### src/rtl/ldpc_layer_update.sv
// ldpc_layer_update: one layer of a layered LDPC decoder's variable-node side.
//   Front half : Q = P - R per edge (clamped), registered to o_q_* with
//                o_ms_latch, and stored in a circular Q buffer.
//   Back half  : when the matching min-sign result (i_rnew_*) arrives
//                MS_LATENCY cycles after o_ms_latch, pop Q and emit
//                P_new = Q + Rnew (clamped) on o_p_*, plus o_r_* = i_rnew_*.
// Ports:
//   i_clock, i_reset (async, active-high), i_flush (sync clear)
//   i_valid, i_p_a0..5, i_r_a0..5      : one check row in
//   o_q_a0..5, o_ms_latch              : to the min-sign stage
//   i_rnew_a0..5                       : from the min-sign stage
//   o_p_a0..5, o_r_a0..5, o_valid      : updated posteriors / messages
//   o_row_index, o_layer_done          : row position within the layer
//   o_sat_count, o_overflow            : clamp counter, sticky buffer error

// Per-edge arithmetic: both 9-bit sums clamped to the symmetric range.
module ldpc_edge (
  input  logic signed [7:0] p, r, qb, rnew,
  output logic signed [7:0] q, pn,
  output logic              q_sat, pn_sat
);
  logic signed [8:0] d, s;
  assign d = {p[7], p} - {r[7], r};
  assign s = {qb[7], qb} + {rnew[7], rnew};

  always_comb begin
    q = d[7:0];
    q_sat = 1'b0;
    if (d > 9'sd127) begin
      q = 8'sd127;
      q_sat = 1'b1;
    end else if (d < -9'sd127) begin
      q = -8'sd127;
      q_sat = 1'b1;
    end
  end

  always_comb begin
    pn = s[7:0];
    pn_sat = 1'b0;
    if (s > 9'sd127) begin
      pn = 8'sd127;
      pn_sat = 1'b1;
    end else if (s < -9'sd127) begin
      pn = -8'sd127;
      pn_sat = 1'b1;
    end
  end
endmodule

module ldpc_layer_update #(
  parameter int MS_LATENCY     = 5,
  parameter int QDEPTH         = 8,
  parameter int ROWS_PER_LAYER = 16,
  localparam int RW = (ROWS_PER_LAYER > 1) ? $clog2(ROWS_PER_LAYER) : 1
) (
  input  logic          i_clock,
  input  logic          i_reset,
  input  logic          i_flush,
  input  logic          i_valid,
  input  logic [7:0]    i_p_a0, i_p_a1, i_p_a2, i_p_a3, i_p_a4, i_p_a5,
  input  logic [7:0]    i_r_a0, i_r_a1, i_r_a2, i_r_a3, i_r_a4, i_r_a5,
  output logic [7:0]    o_q_a0, o_q_a1, o_q_a2, o_q_a3, o_q_a4, o_q_a5,
  output logic          o_ms_latch,
  input  logic [7:0]    i_rnew_a0, i_rnew_a1, i_rnew_a2, i_rnew_a3, i_rnew_a4, i_rnew_a5,
  output logic [7:0]    o_p_a0, o_p_a1, o_p_a2, o_p_a3, o_p_a4, o_p_a5,
  output logic [7:0]    o_r_a0, o_r_a1, o_r_a2, o_r_a3, o_r_a4, o_r_a5,
  output logic          o_valid,
  output logic [RW-1:0] o_row_index,
  output logic          o_layer_done,
  output logic [15:0]   o_sat_count,
  output logic          o_overflow
);
  localparam int LANES = 6;
  localparam int PW = (QDEPTH > 1) ? $clog2(QDEPTH) : 1;
  localparam int OW = $clog2(QDEPTH + 1);

  logic [LANES-1:0][7:0] p, r, rnew, q, pn, qb, q_reg, p_reg, r_reg;
  logic [LANES-1:0]      q_sat, pn_sat;
  logic [LANES-1:0][7:0] qmem [QDEPTH];
  logic [MS_LATENCY:0]   vld_pipe;   // bit k high in cycle k+1 after acceptance
  logic [PW-1:0]         wr_ptr, rd_ptr;
  logic [OW-1:0]         occ;
  logic [RW-1:0]         row_cnt;
  logic                  accept, pop_req, full, empty, do_push, do_pop;
  logic [16:0]           sat_sum;

  assign p    = {i_p_a5, i_p_a4, i_p_a3, i_p_a2, i_p_a1, i_p_a0};
  assign r    = {i_r_a5, i_r_a4, i_r_a3, i_r_a2, i_r_a1, i_r_a0};
  assign rnew = {i_rnew_a5, i_rnew_a4, i_rnew_a3, i_rnew_a2, i_rnew_a1, i_rnew_a0};

  genvar g;
  generate
    for (g = 0; g < LANES; g++) begin : g_lane
      ldpc_edge u_edge (
        .p(p[g]), .r(r[g]), .qb(qb[g]), .rnew(rnew[g]),
        .q(q[g]), .pn(pn[g]), .q_sat(q_sat[g]), .pn_sat(pn_sat[g])
      );
    end
  endgenerate

  assign accept  = i_valid & ~i_flush;
  assign pop_req = vld_pipe[MS_LATENCY];
  assign full    = (occ == OW'(QDEPTH));
  assign empty   = (occ == '0);
  assign do_pop  = pop_req & ~empty;
  // The Q entry is written on the same edge that registers o_q, so it is
  // already resident during the o_ms_latch cycle. A full buffer still
  // accepts when a pop frees a slot in the same cycle.
  assign do_push = accept & (~full | do_pop);
  // An underflowing pop yields a zero Q rather than stale buffer contents.
  assign qb      = empty ? '0 : qmem[rd_ptr];

  assign sat_sum = {1'b0, o_sat_count}
                 + 17'($countones(q_sat & {LANES{accept}}))
                 + 17'($countones(pn_sat & {LANES{pop_req}}));

  always_ff @(posedge i_clock)
    if (do_push) qmem[wr_ptr] <= q;

  always_ff @(posedge i_clock or posedge i_reset) begin
    if (i_reset) begin
      vld_pipe     <= '0;
      q_reg        <= '0;
      p_reg        <= '0;
      r_reg        <= '0;
      wr_ptr       <= '0;
      rd_ptr       <= '0;
      occ          <= '0;
      row_cnt      <= '0;
      o_valid      <= 1'b0;
      o_row_index  <= '0;
      o_layer_done <= 1'b0;
      o_sat_count  <= '0;
      o_overflow   <= 1'b0;
    end else if (i_flush) begin
      vld_pipe     <= '0;
      wr_ptr       <= '0;
      rd_ptr       <= '0;
      occ          <= '0;
      row_cnt      <= '0;
      o_valid      <= 1'b0;
      o_row_index  <= '0;
      o_layer_done <= 1'b0;
      o_sat_count  <= '0;
      o_overflow   <= 1'b0;
    end else begin
      vld_pipe <= {vld_pipe[MS_LATENCY-1:0], accept};
      if (accept) q_reg <= q;

      if (do_push) wr_ptr <= (wr_ptr == PW'(QDEPTH - 1)) ? '0 : wr_ptr + 1'b1;
      if (do_pop)  rd_ptr <= (rd_ptr == PW'(QDEPTH - 1)) ? '0 : rd_ptr + 1'b1;
      if (do_push & ~do_pop)      occ <= occ + 1'b1;
      else if (do_pop & ~do_push) occ <= occ - 1'b1;
      if (accept & ~do_push) o_overflow <= 1'b1;

      o_valid      <= pop_req;
      o_layer_done <= 1'b0;
      if (pop_req) begin
        p_reg        <= pn;
        r_reg        <= rnew;
        o_row_index  <= row_cnt;
        o_layer_done <= (row_cnt == RW'(ROWS_PER_LAYER - 1));
        row_cnt      <= (row_cnt == RW'(ROWS_PER_LAYER - 1)) ? '0 : row_cnt + 1'b1;
      end

      o_sat_count <= sat_sum[16] ? 16'hFFFF : sat_sum[15:0];
    end
  end

  assign o_ms_latch = vld_pipe[0];
  assign {o_q_a5, o_q_a4, o_q_a3, o_q_a2, o_q_a1, o_q_a0} = q_reg;
  assign {o_p_a5, o_p_a4, o_p_a3, o_p_a2, o_p_a1, o_p_a0} = p_reg;
  assign {o_r_a5, o_r_a4, o_r_a3, o_r_a2, o_r_a1, o_r_a0} = r_reg;
endmodule
### config.mk
export PLATFORM = sky130hd
export DESIGN_NAME = ldpc_layer_update
export DESIGN_NICKNAME = d
export VERILOG_FILES = /design/src/rtl/ldpc_layer_update.sv
export SDC_FILE = /design/constraint.sdc
export NUM_CORES = 1
export LEC_CHECK = 0
export ABC_AREA = 1
export CAP_MARGIN = 20
export CORE_MARGIN = 8
export CORE_UTILIZATION = 55
export DETAILED_ROUTE_END_ITERATION = 16
export HOLD_SLACK_MARGIN = 0.08
export PLACE_DENSITY = 0.78
export RECOVER_POWER = 25
export SYNTH_ARGS = -nofsm -noshare
export SYNTH_HDL_FRONTEND = slang
export SYNTH_HIERARCHICAL = 1
export SYNTH_SLANG_ARGS = --single-unit
### constraint.sdc
create_clock -name i_clock -period 9.25 [get_ports i_clock]
set_clock_uncertainty 0.1 [all_clocks]
set_input_delay 1.3875 -clock i_clock [delete_from_list [all_inputs] [get_ports i_clock]]
set_output_delay 1.3875 -clock i_clock [all_outputs]
set_load 0.02 [all_outputs]
==> impl_metrics.ini <==
[outcome]
status = finished, violations left
violations = max-capacitance violations, max-slew violations

[clock_network]
cts_max_level = 2
hold_buffers = 0
path_clk_slew_ns = 0.07
post_cts_buffers = 0
clock_latency_ns = 0.61
numCtsBuffers = 56
ctsResizeCount = 0
cts_tree = built
root_buffer = clkbuf_16
clock_path_buffers = 3
cts_sinks = 571

[yosys]
synthFlopType = edfxtp_1
postSynthAreaPerCell_sq_um = 9.038
seq_area_frac_synth_pct = 55.10
synth_edf_count = 384
synthesis.area_sq_um = 29420
synth_cell_types = 43
yosys_register_bits = 571
yosysMostFrequentCell = nand2_1
synth_top_area_share_pct = 39.20
synth-async-reset-ratio_pct = 32.75
synth_nets = 3536
ys_warn_count = 6
synth.area.top_cells = edfxtp_1, dfrtp_1, nand2_1
synth_top_area_cell = edfxtp_1
syn_inst = 3255
synth_common_cells = nand2_1, edfxtp_1, nor2_1

[floorplanning]
core_area_sq_um = 52760
die_area_sq_um = 61150
dieHeight_microns = 247.3
die_x_microns = 247.3
pin_count = 316
start_util_pct = 55.76
num_rows = 84

[cells_and_area]
seqCellArea_sq_um = 16220
multiInputGateArea_sq_um = 11470
area_growth_pct = 18.88
layout-drive-gt1-share_pct = 6.389
nets = 3835
utilization_pct = 66.29
fillCellCount = 4117

[drt]
drt_iter0_markers = 1931
wire_per_inst_microns = 17.75
drc = 0
wirelength_microns = 76140
ant_nets = 0
num_vias = 22870
drtPass1Iterations = 5
vias_per_cell = 5.332

[setup_path]
critPathMostFrequentCell = fa_1
endpoint_kind = flip-flop
required_ns = 9.65
crit_fanout = 27
cpMaxStageDelayCell = clkbuf_1
arrival_ns = 8.79
cp_cell_sequence = dlygate4sd3_1 -> clkbuf_1 -> inv_2 -> nand2_2 -> clkbuf_1 -> nor2_1 -> fa_1 -> inv_1 -> fa_1 -> fa_1 -> inv_1 -> fa_1 -> fa_1 -> fa_1 -> nand2_1 -> nand3_1 -> nand3_1 -> nand2_2 -> nand3_2 -> nand3_1 -> nand2_1 -> inv_1
critPathMaxStageDelay_ns = 1.18
critPathKind = in2reg
start_kind = input port

[sta]
slew_viol_final = 263
worstMarginPinSlew_ns = 5.453
period_share_pct = 90.67
setup_viol = 0
tns_ns = 0
maxSlewHeadroom_pct = -265.5
rsz0062_at_grt = no
clock.fmax_mhz = 119.2
fin_crit_ns = 8.387
finalHoldViolCount = 0

[global_routing]
grt_pass1_wl_microns = 118400
grt-ovfl-total = 0
grt_use_total_pct = 24.59
grt_pass1_vias = 21760
antenna_found_initial = 3
grt_max_degree = 119

[power]
leakagePower_nw = 15.86
p_per_area_nw_per_um2 = 229.7
p_total_w = 0.008032
vdd_drop_max_mv = 0.1602

[worst_hold_path]
holdCritPathClass = reg2reg

[placement]
hpwl_microns = 52100
portBuffers = 315
gp_congestion = 0.8912

[job]
drv_cap = 5
## per-stage QoR
stage | worst slack [ns] | std cells | hold slack, ns | area (sq um)
after floorplan | 2.542 | 3255 | 0.3340 | 29420
after global placement | 1.442 | 4183 | 0.3416 | 33200
after detailed placement | 1.290 | 4184 | 0.3478 | 33220
after CTS | 1.220 | 4288 | 0.3623 | 35030
after global routing | 0.3865 | 4289 | 0.3833 | 34970
final | 0.8633 | 4289 | 0.3600 | 34970
## critical path, delay by kind of cell
kind | cells | cell delay, ns
fa+ha+maj | 6 | 3.11
buf+inv | 7 | 2.85
simple gates | 9 | 1.41
## cells by family after synthesis
kind of cell	synth area share (%)
AO/OA/AOI/OAI	7.532
XOR/XNOR	0.2084
adder cells (fa/ha/maj)	6.192
buffers and inverters	6.022
flip-flops	55.10
multiplexers	1.633
AND/OR/NAND/NOR	23.31
## final cells by class
| class | count | area share (%) |
|---|---|---|
| antenna | 1 | 0.007155 |
| clock buffer | 69 | 4.232 |
| clock inverter | 35 | 0.9444 |
| inverter | 318 | 3.420 |
| multi-input combinational | 2256 | 32.78 |
| sequential | 571 | 46.37 |
| tap | 688 | 2.461 |
| timing repair buffer | 351 | 9.781 |
## placed cells by master, fill, tap and decap left out, types with 11 or more instances in the layout
master,n
dfrtp_1,185
nand2_2,44
mux2i_1,48
nand3_1,159
clkbuf_1,14
a21oi_1,56
dlygate4sd3_1,152
o22ai_1,51
nand2_1,1022
edfxtp_1,384
nand3_2,15
nand4_1,17
o21ai_0,207
o21ai_1,47
buf_4,31
o21a_1,17
clkdlybuf4s50_1,163
inv_1,304
nor2_1,368
ha_1,112
clkbuf_16,56
clkinv_2,11
fa_1,21
inv_2,12
## worst paths after layout
check	startpoint	end	slack [ns]	depth (start not counted)
worst max register to register	rd_ptr[0]	o_sat_count[9]	1.16	33
worst max-delay path	i_flush	o_sat_count[9]	0.86	22
worst min-delay path	vld_pipe[4]	vld_pipe[5]	0.36	2
max in group asynchronous	i_reset	rd_ptr[0]	3.21	2
worst min register to register	vld_pipe[4]	vld_pipe[5]	0.36	2
min in group asynchronous	i_reset	o_layer_done	2.82	2
## routing by layer
metal	up-vias	GRT usage (%)	wire length, microns
li1	11330	-	-
met5	-	0	27
met1	10590	33.21	32620
met4	4	7.941	2214
met2	815	39.37	34320
met3	134	5.481	6961
## flip-flops by register name (all words and copies together) (netlist names), 6 cells and up
register / cells
qmem: 384
o_sat_count: 16
o_p_a0: 8
o_p_a1: 8
o_p_a2: 8
o_p_a3: 8
o_p_a4: 8
o_p_a5: 8
o_q_a0: 8
o_q_a1: 8
o_q_a2: 8
o_q_a3: 8
o_q_a4: 8
o_q_a5: 8
o_r_a0: 8
o_r_a1: 8
o_r_a2: 8
o_r_a3: 8
o_r_a4: 8
o_r_a5: 8
vld_pipe: 6
## power by group
part	total (W)	switching (W)	internal [W]
registers	0.00317	0.000102	0.00307
logic	0.00261	0.00172	0.000886
clock network	0.00226	0.000979	0.00128
total	0.00803	0.00280	0.00523
(Power assumes the default switching activity.)
